File: src/rtl/mem_port_arbiter_pkg.sv
// mem_arb_pkg: state, port-id and counter encodings shared by the memory port arbiter.
package mem_arb_pkg;
  typedef enum logic [1:0] {
    ST_IDLE   = 2'b00,
    ST_ACCESS = 2'b01,
    ST_DONE   = 2'b10
  } state_e;
  localparam logic PORT_I = 1'b0;
  localparam logic PORT_D = 1'b1;
  localparam int CNT_W = 4;
endpackage

File: src/rtl/mem_port_arbiter_if.sv
// mem_port_arbiter_if: requester handshakes plus the shared memory bus.
interface mem_port_arbiter_if #(parameter int AW = 32, parameter int DW = 32);
  logic          i_req;
  logic [AW-1:0] i_addr;
  logic          i_ack;
  logic [DW-1:0] i_rdata;
  logic          d_req;
  logic          d_we;
  logic [AW-1:0] d_addr;
  logic [DW-1:0] d_wdata;
  logic          d_ack;
  logic [DW-1:0] d_rdata;
  logic          mem_en;
  logic          mem_we;
  logic [AW-1:0] mem_addr;
  logic [DW-1:0] mem_wdata;
  logic [DW-1:0] mem_rdata;
  logic          busy;
  logic          owner_d;
  modport slave (
    input  i_req, i_addr, d_req, d_we, d_addr, d_wdata, mem_rdata,
    output i_ack, i_rdata, d_ack, d_rdata, mem_en, mem_we, mem_addr, mem_wdata, busy, owner_d
  );
  modport master (
    output i_req, i_addr, d_req, d_we, d_addr, d_wdata, mem_rdata,
    input  i_ack, i_rdata, d_ack, d_rdata, mem_en, mem_we, mem_addr, mem_wdata, busy, owner_d
  );
endinterface

File: src/rtl/mem_port_arbiter_rr_pick2.sv
// rr_pick2: two-way round-robin picker; on a tie the port that did not win last time goes.
module rr_pick2
  import mem_arb_pkg::*;
(
  input  logic req_i,
  input  logic req_d,
  input  logic last_grant,
  output logic gnt_valid,
  output logic gnt_d
);
  assign gnt_valid = req_i | req_d;
  assign gnt_d     = req_d & (~req_i | (last_grant == PORT_I));
endmodule

File: src/rtl/mem_port_arbiter.sv
// mem_port_arbiter: shares one single-port memory between fetch (I) and data (D) requesters
// with an IDLE -> ACCESS -> DONE sequencer holding the bus for LAT cycles.
module mem_port_arbiter
  import mem_arb_pkg::*;
#(
  parameter int AW  = 32,
  parameter int DW  = 32,
  parameter int LAT = 2
) (
  input logic              CLK,
  input logic              RST,
  mem_port_arbiter_if.slave bus
);
  localparam logic [CNT_W-1:0] CNT_LAST = CNT_W'(LAT - 1);
  state_e           state_q;
  logic [CNT_W-1:0] cnt_q;
  logic             last_q;
  logic             owner_q;
  logic             mem_en_q;
  logic             mem_we_q;
  logic [AW-1:0]    addr_q;
  logic [DW-1:0]    wdata_q;
  logic             i_ack_q;
  logic             d_ack_q;
  logic [DW-1:0]    i_rdata_q;
  logic [DW-1:0]    d_rdata_q;
  logic             gnt_valid;
  logic             gnt_d;
  rr_pick2 u_pick (
    .req_i      (bus.i_req),
    .req_d      (bus.d_req),
    .last_grant (last_q),
    .gnt_valid  (gnt_valid),
    .gnt_d      (gnt_d)
  );
  // Request fields are copied at the grant edge so requester changes mid-access are ignored.
  always_ff @(posedge CLK or negedge RST)
    if (!RST) begin
      state_q   <= ST_IDLE;
      cnt_q     <= '0;
      last_q    <= PORT_D;
      owner_q   <= PORT_I;
      mem_en_q  <= 1'b0;
      mem_we_q  <= 1'b0;
      addr_q    <= '0;
      wdata_q   <= '0;
      i_ack_q   <= 1'b0;
      d_ack_q   <= 1'b0;
      i_rdata_q <= '0;
      d_rdata_q <= '0;
    end else begin
      i_ack_q <= 1'b0;
      d_ack_q <= 1'b0;
      case (state_q)
        ST_IDLE:
          if (gnt_valid) begin
            state_q  <= ST_ACCESS;
            cnt_q    <= '0;
            owner_q  <= gnt_d;
            last_q   <= gnt_d;
            mem_en_q <= 1'b1;
            mem_we_q <= gnt_d & bus.d_we;
            addr_q   <= gnt_d ? bus.d_addr : bus.i_addr;
            wdata_q  <= gnt_d ? bus.d_wdata : '0;
          end
        ST_ACCESS: begin
          cnt_q <= cnt_q + 1'b1;
          if (cnt_q == CNT_LAST) begin
            state_q  <= ST_DONE;
            mem_en_q <= 1'b0;
            mem_we_q <= 1'b0;
            i_ack_q  <= owner_q == PORT_I;
            d_ack_q  <= owner_q == PORT_D;
            if (!mem_we_q && owner_q == PORT_D) d_rdata_q <= bus.mem_rdata;
            if (!mem_we_q && owner_q == PORT_I) i_rdata_q <= bus.mem_rdata;
          end
        end
        default: state_q <= ST_IDLE;
      endcase
    end
  assign bus.i_ack     = i_ack_q;
  assign bus.d_ack     = d_ack_q;
  assign bus.i_rdata   = i_rdata_q;
  assign bus.d_rdata   = d_rdata_q;
  assign bus.mem_en    = mem_en_q;
  assign bus.mem_we    = mem_we_q;
  assign bus.mem_addr  = addr_q;
  assign bus.mem_wdata = wdata_q;
  assign bus.busy      = state_q != ST_IDLE;
  assign bus.owner_d   = owner_q;
endmodule

File: src/flat_wrapper.sv
// flat-port wrapper written by rule: the top's interface ports become plain ports
module mem_port_arbiter_flat import mem_arb_pkg::*;
#(
  parameter int AW  = 32,
  parameter int DW  = 32,
  parameter int LAT = 2
)
  (CLK, RST, bus_i_req, bus_i_addr, bus_d_req, bus_d_we, bus_d_addr, bus_d_wdata, bus_mem_rdata, bus_i_ack, bus_i_rdata, bus_d_ack, bus_d_rdata, bus_mem_en, bus_mem_we, bus_mem_addr, bus_mem_wdata, bus_busy, bus_owner_d);
  mem_port_arbiter_if #(.AW(AW), .DW(DW)) bus_i ();
  input logic CLK;
  input logic RST;
  input wire logic [$bits(bus_i.i_req)-1:0] bus_i_req;
  input wire logic [$bits(bus_i.i_addr)-1:0] bus_i_addr;
  input wire logic [$bits(bus_i.d_req)-1:0] bus_d_req;
  input wire logic [$bits(bus_i.d_we)-1:0] bus_d_we;
  input wire logic [$bits(bus_i.d_addr)-1:0] bus_d_addr;
  input wire logic [$bits(bus_i.d_wdata)-1:0] bus_d_wdata;
  input wire logic [$bits(bus_i.mem_rdata)-1:0] bus_mem_rdata;
  output wire logic [$bits(bus_i.i_ack)-1:0] bus_i_ack;
  output wire logic [$bits(bus_i.i_rdata)-1:0] bus_i_rdata;
  output wire logic [$bits(bus_i.d_ack)-1:0] bus_d_ack;
  output wire logic [$bits(bus_i.d_rdata)-1:0] bus_d_rdata;
  output wire logic [$bits(bus_i.mem_en)-1:0] bus_mem_en;
  output wire logic [$bits(bus_i.mem_we)-1:0] bus_mem_we;
  output wire logic [$bits(bus_i.mem_addr)-1:0] bus_mem_addr;
  output wire logic [$bits(bus_i.mem_wdata)-1:0] bus_mem_wdata;
  output wire logic [$bits(bus_i.busy)-1:0] bus_busy;
  output wire logic [$bits(bus_i.owner_d)-1:0] bus_owner_d;
  assign bus_i.i_req = bus_i_req;
  assign bus_i.i_addr = bus_i_addr;
  assign bus_i.d_req = bus_d_req;
  assign bus_i.d_we = bus_d_we;
  assign bus_i.d_addr = bus_d_addr;
  assign bus_i.d_wdata = bus_d_wdata;
  assign bus_i.mem_rdata = bus_mem_rdata;
  assign bus_i_ack = bus_i.i_ack;
  assign bus_i_rdata = bus_i.i_rdata;
  assign bus_d_ack = bus_i.d_ack;
  assign bus_d_rdata = bus_i.d_rdata;
  assign bus_mem_en = bus_i.mem_en;
  assign bus_mem_we = bus_i.mem_we;
  assign bus_mem_addr = bus_i.mem_addr;
  assign bus_mem_wdata = bus_i.mem_wdata;
  assign bus_busy = bus_i.busy;
  assign bus_owner_d = bus_i.owner_d;
  mem_port_arbiter #(.AW(AW), .DW(DW), .LAT(LAT)) u_core (.CLK(CLK), .RST(RST), .bus(bus_i));
endmodule
File: config.mk
export PLATFORM = sky130hd
export DESIGN_NAME = mem_port_arbiter_flat
export DESIGN_NICKNAME = d
export VERILOG_FILES = /design/src/rtl/mem_port_arbiter_pkg.sv /design/src/rtl/mem_port_arbiter_if.sv /design/src/rtl/mem_port_arbiter_rr_pick2.sv /design/src/rtl/mem_port_arbiter.sv /design/src/flat_wrapper.sv
export SDC_FILE = /design/constraint.sdc
export NUM_CORES = 1
export LEC_CHECK = 0
export CORE_MARGIN = 2
export CORE_UTILIZATION = 41
export DETAILED_ROUTE_END_ITERATION = 10
export HOLD_SLACK_MARGIN = 0.02
export PLACE_DENSITY = 0.77
export SLEW_MARGIN = 5
export SYNTH_ARGS = -nofsm -noshare
export SYNTH_HDL_FRONTEND = slang
export SYNTH_SLANG_ARGS = --single-unit
File: constraint.sdc
create_clock -name CLK -period 2 [get_ports CLK]
set_clock_uncertainty 0.2 [all_clocks]
set_input_delay 0.6 -clock CLK [delete_from_list [all_inputs] [get_ports CLK]]
set_output_delay 0.6 -clock CLK [all_outputs]
set_load 0.03 [all_outputs]
**Yosys cells after proc, flatten, opt, wreduce, memory -nomap -nowiden**

Cells that the tools add are included.

- Add/subtract/negate cells: 1
- Equality and inequality tests: 4
- Muxes and demuxes: 16
- Bitwise operators: 7
- Reduce and logical (&&, ||, !) cells: 12

Operators by type and width:

| cell | number |
|---|---|
| $mux 32 | 2 |
| $reduce_and 3->1 | 3 |
| $pmux 4 s2 | 1 |
| $mux 1 | 7 |
| $reduce_and 2->1 | 3 |
| $add 4x1->4 const B | 1 |
| $eq 4x1->1 const B | 1 |
| $mux 2 | 2 |
| $mux 4 | 1 |
| $ne 2x1->1 const B | 2 |
| $pmux 1 s2 | 2 |
| $pmux 2 s2 | 1 |
| $reduce_bool 2->1 | 2 |
| $not 1->1 | 3 |
| $and 1x1->1 | 2 |
| $eq 2x1->1 const B | 1 |
| $logic_and 1x1->1 | 2 |
| $logic_not 2->1 | 1 |
| $or 1x1->1 | 2 |
| $logic_not 1->1 | 1 |

- Register bits: 140
- Bits of input ports: 133
- Output and inout bits: 134

**Logic depth before layout (Yosys ltp)**

- Depth after elaboration: 6
- Depth in mapped cells: 6
- Mapped depth without buffers: 5

**Hierarchy**

Synthesis repeated with hierarchy kept, for this count alone.

- Cells, all modules: 461
- Area total of the unflattened synthesis: 5626.6 sq um

Modules (own cells, without submodules):

| module | times used | cells each | area each (sq um) | sequential area each (sq um) |
|---|---|---|---|---|
| mem_port_arbiter | 1 | 459 | 5612.9 | 3504.6 |
| rr_pick2 | 1 | 2 | 13.8 | 0.0 |

**Least setup slack after synthesis**

OpenSTA, ideal clock, no wires.

- Path kind: register -> output
- From: register u_core.state_q[0]
- To: output bus_busy
- Arrival: 1174 ps
- Setup slack: 26 ps
- Stages on the path, launching flop included: 4
- Path buffers: 2
- Cells stage by stage: dfrtp_1 or2_1 buf_2 buf_1

- Word-level cells in the longest chain between the ends: 1

RTL lines:

| item | line | RTL |
|---|---|---|
| start, declared | mem_port_arbiter.sv:15 | `state_e state_q;` |
| start signal, assigned | mem_port_arbiter.sv:39 | `state_q <= ST_IDLE;` |
| start signal, assigned | mem_port_arbiter.sv:57 | `state_q <= ST_ACCESS;` |
| start signal, assigned | mem_port_arbiter.sv:69 | `state_q <= ST_DONE;` |
| $reduce_bool 2->1 | mem_port_arbiter.sv:89 | `assign bus.busy = state_q != ST_IDLE;` |
| end, declared | flat_wrapper.sv:27 | `output wire logic [$bits(bus_i.busy)-1:0] bus_busy;` |

Every way passes these cells.

**Worst setup path after layout**

Same ends and word-level chain as after synthesis.

==> results.sh <==
export IMPL_vias=4468
export IMPL_r2r_slack_ps=80
export IMPL_cts_htree_levels=4
export IMPL_path_cells="or2_4 > buf_6"
export IMPL_avgSynthCellArea_um2=14.0
export IMPL_synth_adder_area_share_pct=0.451
export IMPL_seq_area_frac_synth_pct=63.2
export IMPL_holdPathEnd="u_core.bus.mem_en"
export IMPL_slew_viol_final=0
export IMPL_min_period_ps=2010
export IMPL_layout_nets=817
export IMPL_hold_class="reg -> reg"
export IMPL_routed_via_density=5.12
export IMPL_core_area_um2=13200
export IMPL_gr_total_overflow=0
export IMPL_peakVddDrop_mv=0.700
export IMPL_slew_headroom_pct=75.5
export IMPL_crit_required_ps=1200
export IMPL_yosys_warnings=0
export IMPL_rsz0062_at_grt="true"
export IMPL_cp_end_kind="output pin"
export IMPL_critPathKind="reg -> out"
export IMPL_grtUsageTotal_pct=21.5
export IMPL_syn2layout_area_growth_pct=64.7
export IMPL_power_leakage_nw=4.09
export IMPL_ys_seq_elements=140
export IMPL_synth_simple_area_share_pct=4.49
export IMPL_clockBufferDepth=2
export IMPL_place_congestion=0.827
export IMPL_dr_pass1_iters=4
export IMPL_syn_area_um2=5540
export IMPL_power_density_nw_per_um2=1740
export IMPL_root_buffer="clkbuf_16"
export IMPL_fin_crit_sh_pct=101
export IMPL_yosys_cell_types_count=33
export IMPL_synth_compound_area_share_pct=16.1
export IMPL_cts_tree="built"
export IMPL_fin_ws_ps=-11.9
export IMPL_r2r_end="u_core.bus.i_rdata[13]"
export IMPL_fillers=1005
export IMPL_yosysTopAreaCell="dfrtp_1"
export IMPL_drtIter0Drc=196
export IMPL_async_reset_ff_share_pct=100
export IMPL_synth_fp_nets=532
export IMPL_min_path_cells=1
export IMPL_arrival_ps=1210
export IMPL_final_layout_size_suffix_gt1_share_pct=15.8
export IMPL_wl_per_cell_um=17.8
export IMPL_io_buffers=266
export IMPL_die_h_um=120
export IMPL_die_w_um=120
export IMPL_netlist_area_leader_share_pct=62.8
export IMPL_worstMarginPinSlew_ps=368
export IMPL_synth_area_leaders="dfrtp_1, mux2_2, mux2_1"
export IMPL_violations="setup timing"
export IMPL_cts_made_buffers=17
export IMPL_power_mw=15.9
export IMPL_setup_viol=1
export IMPL_ant_nets=0
export IMPL_clk_latency_ps=400
export IMPL_synth_edf_count=0
export IMPL_reg2reg_depth=7
export IMPL_hold_slack_ps=277
export IMPL_routed_wl_mm=15.5
export IMPL_cap_violations=0
export IMPL_netlist_instances=397
export IMPL_startpoint_type="register"
export IMPL_grt_pass1_wl_mm=24.4
export IMPL_synth_ff_type="dfrtp_1"
export IMPL_synth_top_family_by_area="compound AO/OA/AOI/OAI gates"
export IMPL_reg2reg_from="u_core.cnt_q[1]"
export IMPL_hp_start="u_core.bus.mem_en"
export IMPL_outcome="complete, but fails checks"
export IMPL_path_clk_slew_ps=50
export IMPL_hpwlAfterDp_mm=11.5
export IMPL_worst_path_max_delay_cell="dfrtp_1"
export IMPL_antenna_found_initial=0
export IMPL_finalHoldViolations=0
export IMPL_start_util_pct=41.9
export IMPL_cts_sinks=140
export IMPL_remaining_drc_errors=0
export IMPL_die_area_um2=14500
export IMPL_crit_fanout=4
export IMPL_synth_xor_area_share_pct=0
export IMPL_grt_start_max_net_pins=36
export IMPL_rows=42
export IMPL_max_freq_mhz=497
export IMPL_ios=267
export IMPL_grt_pass1_vias=4725
export IMPL_muxShareOfSynthArea_pct=13.2
export IMPL_crit_path_max_incr_delay_ps=380
[registers in the layout, summed over array words and instances, names as in the netlist]
name / count
u_core.bus.owner_d: 1
u_core.bus.d_rdata: 32
u_core.bus.i_rdata: 32
u_core.bus.mem_en: 1
u_core.state_q: 2
u_core.bus.i_ack: 1
u_core.bus.mem_we: 1
u_core.cnt_q: 4
u_core.last_q: 1
u_core.bus.d_ack: 1
u_core.bus.mem_wdata: 32
u_core.bus.mem_addr: 32
[cells in the mapped netlist, types with 2 or more instances]
cell and number:
a211oi_1 32, a21o_1 3, a22o_1 32, a2bb2oi_1 32
buf_2 17, clkbuf_1 12, dfrtp_1 139, ha_1 2
inv_1 2, mux2_1 30, mux2_2 34, nand2_1 34
nor2_1 2, nor2_2 2, o211ai_1 2, o21ai_0 4
or2_1 2
[metrics by stage]
| stage | instances | setup WS, ps | util (%) | area (µm²) | TNS [ps] |
|---|---|---|---|---|---|
| CTS | 870 | -17.8 | 68.5 | 9070 | -17.8 |
| finish | 872 | -11.9 | 69.0 | 9130 | -11.9 |
| detailed placement | 835 | -217 | 65.1 | 8620 | -11410 |
| global route | 871 | -47.1 | 68.9 | 9130 | -962 |
| floorplan | 397 | 25.6 | - | 5540 | 0 |
| global placement | 835 | -179 | 65.1 | 8620 | -9720 |
[area by class of cell]
type	count	area, µm²	area share (%)
sequential	140	3500	38.4
clock buffer	20	437	4.78
antenna	1	2.50	0.0274
multi-input combinational	225	1910	20.9
tap	176	220	2.41
timing repair buffer	296	2910	31.9
inverter	2	7.51	0.0822
clock inverter	12	140	1.53
[cells in the final DEF, fill, tap and decap left out, types with 2 or more instances in the layout]
| cell type | instances |
|---|---|
| a211oi_1 | 32 |
| a21o_1 | 3 |
| a22o_1 | 32 |
| a2bb2oi_1 | 32 |
| buf_12 | 11 |
| buf_4 | 19 |
| buf_6 | 3 |
| bufinv_16 | 2 |
| clkbuf_1 | 3 |
| clkbuf_16 | 17 |
| clkbuf_2 | 3 |
| clkdlybuf4s15_1 | 48 |
| clkdlybuf4s50_1 | 131 |
| clkinv_4 | 4 |
| clkinvlp_4 | 3 |
| dfrtp_1 | 139 |
| dlygate4sd2_1 | 80 |
| inv_1 | 2 |
| inv_6 | 2 |
| mux2_1 | 30 |
| mux2_2 | 34 |
| nand2_1 | 34 |
| nor2_1 | 2 |
| nor2_2 | 2 |
| o211ai_1 | 2 |
| o21ai_0 | 4 |
[critical path, delay by kind of cell, from the launching register on]
family | cells | cell delay [ps]
and+or+nand+nor | 1 | 290
DFF | 1 | 380
buffers and inverters | 1 | 150
[worst max path at each step]
stage	startpoint	endpoint	slack, ps	depth (start not counted)
detailed placement	bus_i_req	u_core.bus.mem_wdata[28]	-220	6
global placement	bus_i_req	u_core.bus.mem_wdata[24]	-180	6
finish	u_core.state_q[0]	bus_busy	-10	2
CTS	u_core.state_q[0]	bus_busy	-20	2
global route	u_core.state_q[0]	bus_busy	-50	2
floorplan	u_core.state_q[0]	bus_busy	30	3
[kinds of logic (layout without fill, tap and decap cells)]
family,after synthesis,after routing
DFF,140,140
AOI/OAI and AO/OA,109,109
muxes,65,65
and+or+nand+nor,49,49
buffers and inverters,32,330
adders and majority gates,2,2
other,0,1
[report_power, final]
group | switching (mW) | leakage, nW | internal, mW
clock | 1.16 | 0.271 | 1.85
sequential | 0.747 | 1.67 | 4.20
combinational | 4.66 | 2.15 | 3.26
[layer usage]
| metal | GRT usage, % | part of all wire, % | wire (µm) |
|---|---|---|---|
| met4 | 6.32 | 1.9 | 295 |
| met2 | 36.6 | 50 | 7710 |
| met3 | 5.75 | 6.8 | 1050 |
| met1 | 27.1 | 42 | 6430 |
| met5 | 0 | 0 | 0 |
[repair_timing]
item	4_1_cts	5_1_grt
resized for setup	136	53
hold buffers	1	0
hold endpoints to repair	29	0
pin swaps	1	0
setup endpoints to repair	132	82
cloned	0	0
buffers inserted	2	1
(Power assumes the default switching activity.)
